[src/rtl/csb2falcon_fifo_ctrl.sv]
// csb2falcon_fifo_ctrl: sequences the staging register, write strobes and read pointer
// of the CSB-to-Falcon flop-RAM FIFO, plus SLCG clock-enable and idle status.
module csb2falcon_fifo_ctrl #(
   parameter int DEPTH = 2,
   parameter int AW    = 1
) (
   input  logic          clk,
   input  logic          reset,
   input  logic          wr_pvld,
   output logic          wr_prdy,
   output logic          rd_pvld,
   input  logic          rd_prdy,
   output logic          ram_iwe,
   output logic          ram_we,
   output logic [AW-1:0] ram_wa,
   output logic [AW-1:0] ram_ra,
   output logic          ram_clk_en,
   output logic [AW:0]   wr_count,
   output logic          fifo_idle
);
   logic [AW:0]   wr_count_q, wr_count_d, rd_count_q, rd_count_d;
   logic [AW-1:0] wr_adr_q, rd_adr_q;
   logic          wr_pending_q, wr_ready_q, wr_accept, rd_pop;
   always_comb begin
      wr_accept  = wr_pvld & wr_ready_q;
      rd_pop     = rd_pvld & rd_prdy;
      wr_count_d = wr_count_q + (AW+1)'(wr_accept) - (AW+1)'(rd_pop);
      rd_count_d = rd_count_q + (AW+1)'(wr_pending_q) - (AW+1)'(rd_pop);
   end
   always_ff @(posedge clk or posedge reset) begin
      if (reset) begin
         wr_count_q   <= '0;
         rd_count_q   <= '0;
         wr_adr_q     <= '0;
         rd_adr_q     <= '0;
         wr_pending_q <= 1'b0;
         wr_ready_q   <= 1'b0;
      end else begin
         wr_count_q   <= wr_count_d;
         rd_count_q   <= rd_count_d;
         wr_pending_q <= wr_accept;
         wr_ready_q   <= wr_count_d < (AW+1)'(DEPTH);
         if (wr_pending_q) wr_adr_q <= wr_adr_q + 1'b1;
         if (rd_pop) rd_adr_q <= rd_adr_q + 1'b1;
      end
   end
   // rd_count lags wr_count by exactly the one staged-but-unwritten entry
   always_ff @(posedge clk) begin
      if (!reset) begin
         assert (rd_count_q <= wr_count_q && wr_count_q <= (AW+1)'(DEPTH));
         assert (wr_count_q - rd_count_q == (AW+1)'(wr_pending_q));
         assert (!(rd_pop && !rd_pvld));
      end
   end
   assign wr_prdy    = wr_ready_q;
   assign rd_pvld    = rd_count_q != '0;
   assign ram_iwe    = wr_accept;
   assign ram_we     = wr_pending_q;
   assign ram_wa     = wr_adr_q;
   assign ram_ra     = rd_adr_q;
   assign ram_clk_en = wr_pending_q;
   assign wr_count   = wr_count_q;
   assign fifo_idle  = (wr_count_q == '0) & ~wr_pending_q & ~wr_pvld;
endmodule

[config.mk]
export PLATFORM = sky130hd
export DESIGN_NAME = csb2falcon_fifo_ctrl
export DESIGN_NICKNAME = d
export VERILOG_FILES = /design/src/rtl/csb2falcon_fifo_ctrl.sv
export SDC_FILE = /design/constraint.sdc
export NUM_CORES = 1
export LEC_CHECK = 0
export BUFFER_PORTS_ARGS = -buffer_cell sky130_fd_sc_hd__buf_2
export CORE_AREA = 2 2 39 41
export DETAILED_ROUTE_END_ITERATION = 16
export DIE_AREA = 0 0 41 43
export GPL_TIMING_DRIVEN = 0
export SLEW_MARGIN = 20
export SYNTH_ARGS = -nofsm -noshare
export SYNTH_HDL_FRONTEND = slang
export SYNTH_SLANG_ARGS = --single-unit
export TNS_END_PERCENT = 10
[constraint.sdc]
create_clock -name clk -period 5.1 [get_ports clk]
set_clock_uncertainty 0.15 [all_clocks]
set_input_delay 1.53 -clock clk [delete_from_list [all_inputs] [get_ports clk]]
set_output_delay 1.53 -clock clk [all_outputs]
set_load 0.05 [all_outputs]
==> results of run 1 <==
Yosys cell counts, drive strengths merged:
master	number	area (um2)
nor4	1	6.26
ha	4	50.1
buf	1	7.51
o21a	1	7.51
or2	1	6.26
xnor2	4	42.6
and2	1	6.26
dfrtp	8	200
inv	5	18.8
xor2	3	26.3
worst min path at each step:
| stage | startpoint | to | cells past startpoint |
|---|---|---|---|
| floorplan | rd_count_q[1] | rd_count_q[1] | 1 |
| global placement | ram_wa | ram_wa | 1 |
| detailed placement | ram_wa | ram_wa | 1 |
| CTS | ram_wa | ram_wa | 1 |
| global route | ram_wa | ram_wa | 1 |
| finish | ram_wa | ram_wa | 1 |
per-layer routing:
metal | global-route usage, % | wire length [um] | vias to the layer above
li1 | - | - | 121
met3 | 4.71 | 63 | 0
met1 | 10.6 | 291 | 114
met2 | 10.3 | 219 | 14
met5 | 0 | 0 | -
met4 | 8.00 | 0 | 0
per-stage QoR:
| step | util [%] | std cells | cell area (um2) |
|---|---|---|---|
| floorplan | - | 29 | 372 |
| global placement | 33.0 | 58 | 457 |
| detailed placement | 33.0 | 58 | 457 |
| CTS | 34.6 | 61 | 479 |
| global route | 34.6 | 61 | 479 |
| finish | 34.6 | 61 | 479 |
worst register-to-register path: stages, from the launching register on:
cell,delay [ns]
dfrtp_1,0.40
o21a_1,0.24
ha_1,0.28
inv_1,0.04
ha_1,0.20
xnor2_2,0.18
xor2_1,0.17
sequential cells by signal (all words and copies together), names as in the netlist:
register / flops
rd_count_q: 2
wr_count: 2
ram_clk_en: 1
ram_ra: 1
ram_wa: 1
wr_prdy: 1
layout make-up:
class,count,share of cell area (%)
clock buffers,3,4.70
well taps,16,4.18
repair buffers,13,13.6
plain buffers,1,1.57
inverters,5,3.92
flip-flops and latches,8,41.8
multi-input cells,15,30.3
cells by family (layout without fill, tap and decap cells):
kind of cell,after synthesis,count (layout),share of synthesized area (%)
buf+inv,6,22,7.07
xor+xnor,7,7,18.5
fa+ha+maj,4,4,13.5
compound gates,1,1,2.02
flops,8,8,53.9
simple gates,3,3,5.05
==> summary.txt, run 1 <==
Outcome
  – Status: complete, no violations

Setup path
  – Top Family by Delay on Critical Path: buffers and inverters
  – Reg-to-Reg Start: rd_count_q[1]
  – Bufs and invs on worst path: 2
  – CP cell instances: buf_2 -> nor4_1 -> buf_2
  – CP required: 3.42 ns
  – First element of the critical path: wr_pvld
  – Critical Path Sink Type: output pin
  – Largest fanout on the critical path: 2
  – Crit path DAT: 2.09 ns
  – CP Class: in -> out
  – Register-to-Register Path Depth: 6
  – Crit path top cell by count: buf_2
  – Worst setup endpoint: fifo_idle
  – Slowest Stage Delay on Critical Path: 0.30 ns
  – Reg2reg end: wr_prdy
  – CP max stage cell: buf_2
  – Worst path depth: 3
  – CP startpoint kind: primary input
  – Setup slack, reg-to-reg: 3.38 ns

Clocking
  – CTS Sinks: 8
  – Clk_lat worst skew: 0.25 ns
  – Clock slew at reported path FFs: 0.05 ns
  – CTS Buf Count: 3
  – CTS root buf: clkbuf_4
  – Clk buf depth: 2
  – Setup Buffers After CTS: 0
  – H-tree levels: 1
  – Post-CTS sizing: 0
  – CTS tree: built
  – Post-CTS Hold Fix Bufs: 0

Layout
  – FILL cells: 136
  – Multi-input gate area: 145 um2
  – Most common cell after layout, fill and taps aside: buf_2
  – Most frequent cells in the layout: buf_2, dfrtp_1, inv_1
  – Layout cells sized above 1: 42.2%
  – Inserted Diodes: 0
  – Nets@finish: 55
  – FF+latch area: 200 um2
  – Area Overhead vs Synth: 29.0%

Yosys
  – Seq/Total Area, Yosys: 53.9%
  – Number of synthesis warnings: 0
  – Mapped Area: 372 um2
  – Syn avg cell area: 12.8 um2
  – Flops & latches, synth: 8
  – Net count after synthesis: 37
  – Cell variety after synth: 11
  – Synth Instances: 29

Detailed routing
  – Via count: 249
  – WL per Instance: 9.41 um
  – Via density per instance: 4.08
  – Post-route antenna net violation count: 0
  – WL final: 574 um
  – Post-route DRC: 0
  – DRT Pass-1 Iters: 2
  – Initial DRC Count: 3

STA
  – WHS: 0.306 ns
  – Relative slew slack: 79.1%
  – FMAX: 265 MHz
  – Fin crit share: 73.9%
  – Fin worst setup slack: 1.33 ns
  – Final setup fails: 0
  – Final Hold Viols: 0
  – Slew @ Worst Pin: 0.313 ns
  – Clock period minus worst slack: 3.77 ns
  – RSZ-0062 raised after global routing: false
  – Slew Viols, Final: 0
  – Fin Setup TNS: 0 ns

Global routing
  – Total grt overflow: 0
  – Vias in the first global route: 223
  – Initial antenna violation count: 0
  – Largest net degree at the start of global routing: 9
  – Total Routing Usage GR: 8.70%
  – First-pass GRT wire length: 917 um

Floorplanning
  – Die ar.: 1760 um2
  – Rows: 14
  – Core box area: 1380 um2
  – Die W: 41 um
  – Number of top-level pins: 14
  – Initial Util: 26.9%
  – Chip height: 43 um

Run
  – Max_cap viols: 0

Placed design
  – Pre-CTS setup slack: 1.33 ns
  – GPL Wtd Cong: 0.623
  – DP Wirelength: 453 um
  – Buffers on Ports: 13

Min path
  – Hold WC Path Type: reg -> reg
Power of run 1 is not shown: default switching activity piles up to over one toggle a cycle in this logic, so the estimate is an artifact.
==> run 2: changes to the inputs <==
==> constraint.sdc (replaced) <==
create_clock -name clk -period 3.25 [get_ports clk]
set_clock_uncertainty 0.15 [all_clocks]
set_input_delay 0.975 -clock clk [delete_from_list [all_inputs] [get_ports clk]]
set_output_delay 0.975 -clock clk [all_outputs]
set_load 0.05 [all_outputs]
==> run 2 against run 1 <==
  * Critical path depth unchanged
  * Highest routed layer unchanged
  * Sequential share of layout area down 0.54 points
  * Count of clock-buffer cells in the layout stayed put
  * Die area unchanged
  * Critical path type unchanged
  * Via count down 2.4%
  * Final area up 1.3%
  * Critical endpoint is now ram_iwe
  * Flip-flop and latch count unchanged
==> summary.txt, run 2 (same netlist as run 1, synthesis figures left out) <==
Floorplanning
  – Die ar.: 1760 um2
  – Die W: 41 um
  – Core box area: 1380 um2
  – Chip height: 43 um
  – Rows: 14
  – Number of top-level pins: 14
  – Initial Util: 26.9%

Global routing
  – Initial antenna violation count: 0
  – Total Routing Usage GR: 8.54%
  – Vias in the first global route: 222
  – First-pass GRT wire length: 938 um
  – Largest net degree at the start of global routing: 9
  – Total grt overflow: 0

Clocking
  – CTS Buf Count: 3
  – Post-CTS Hold Fix Bufs: 0
  – Post-CTS sizing: 0
  – H-tree levels: 1
  – Clock slew at reported path FFs: 0.05 ns
  – Setup Buffers After CTS: 0
  – CTS tree: built
  – Clk buf depth: 2
  – CTS root buf: clkbuf_4
  – CTS Sinks: 8
  – Clk_lat worst skew: 0.25 ns

Setup path
  – Top Family by Delay on Critical Path: buffers and inverters
  – CP startpoint kind: primary input
  – Bufs and invs on worst path: 2
  – Crit path DAT: 1.51 ns
  – CP max stage cell: buf_2
  – Crit path top cell by count: buf_2
  – Largest fanout on the critical path: 3
  – Slowest Stage Delay on Critical Path: 0.28 ns
  – CP Class: in -> out
  – CP required: 2.12 ns
  – Critical Path Sink Type: output pin
  – CP cell instances: buf_2 -> and2_1 -> buf_2

STA
  – Slew Viols, Final: 0
  – Slew @ Worst Pin: 0.298 ns
  – Relative slew slack: 80.1%
  – Final setup fails: 0
  – RSZ-0062 raised after global routing: false
  – WHS: 0.314 ns
  – Fin crit share: 81.0%
  – Fin Setup TNS: 0 ns
  – FMAX: 380 MHz
  – Final Hold Viols: 0
  – Clock period minus worst slack: 2.63 ns

Placed design
  – GPL Wtd Cong: 0.586
  – Buffers on Ports: 13

Detailed routing
  – WL final: 578 um
  – Post-route antenna net violation count: 0
  – DRT Pass-1 Iters: 4
  – Via count: 243
  – Initial DRC Count: 1
  – WL per Instance: 9.48 um
  – Post-route DRC: 0
  – Via density per instance: 3.98

Layout
  – Inserted Diodes: 0
  – Area Overhead vs Synth: 30.6%
  – Most common cell after layout, fill and taps aside: buf_2
  – Nets@finish: 55
  – Most frequent cells in the layout: buf_2, dfrtp_1, inv_1
  – Layout cells sized above 1: 44.4%
  – Fin util: 35.1%

Outcome
  – Status: complete, no violations

Run
  – Max_cap viols: 0

Min path
  – Hold WC Path Type: reg -> reg
-- run 2: changes by cell type in the layout (fill, tap and decap cells not counted) --
cell    delta
nor4_2     +1
nor4_1     -1
-- run 2: stage by stage --
| stage | worst slack [ns] | instance area, um2 | instances |
|---|---|---|---|
| final | 0.619 | 485 | 61 |
| after global routing | 0.577 | 485 | 61 |
| after floorplan | 0.298 | 378 | 29 |
| after global placement | 0.619 | 463 | 58 |
| after detailed placement | 0.617 | 463 | 58 |
| after CTS | 0.615 | 485 | 61 |
-- run 2: per-layer routing --
| layer | GRT usage (%) | routed length [um] | share of wire, % |
|---|---|---|---|
| met3 | 7.85 | 82 | 14 |
| met2 | 11.3 | 241 | 42 |
| met4 | 0 | 0 | 0 |
| met1 | 11.0 | 254 | 44 |
| met5 | 0 | 0 | 0 |
-- run 2: final timing paths --
kind,to,slack [ns],startpoint,cells after the start
hold / removal,ram_wa,0.31,ram_wa,1
setup reg to reg,wr_prdy,1.54,rd_count_q[1],6
hold reg to reg,ram_wa,0.31,ram_wa,1
max in group asynchronous,wr_count[0],2.21,reset,2
min in group asynchronous,ram_wa,0.51,reset,2
setup / recovery,ram_iwe,0.62,wr_pvld,3
-- run 2: cell type report --
class | instances | area (um2)
Clock buffer | 3 | 22.5
Multi-Input combinational cell | 15 | 151
Sequential cell | 8 | 200
Inverter | 5 | 18.8
Timing Repair Buffer | 13 | 65.1
Buffer | 1 | 7.51
Tap cell | 16 | 20.0
Fill cell | 142 | 898
-- run 2: worst register-to-register path: cells and delay by family (launching register included) --
family          cells  cell delay, ns
xor+xnor            2            0.30
fa+ha+maj           2            0.47
buf+inv             1            0.04
compound gates      1            0.23
flops               1            0.39
Power of run 2 is left out for the same reason.
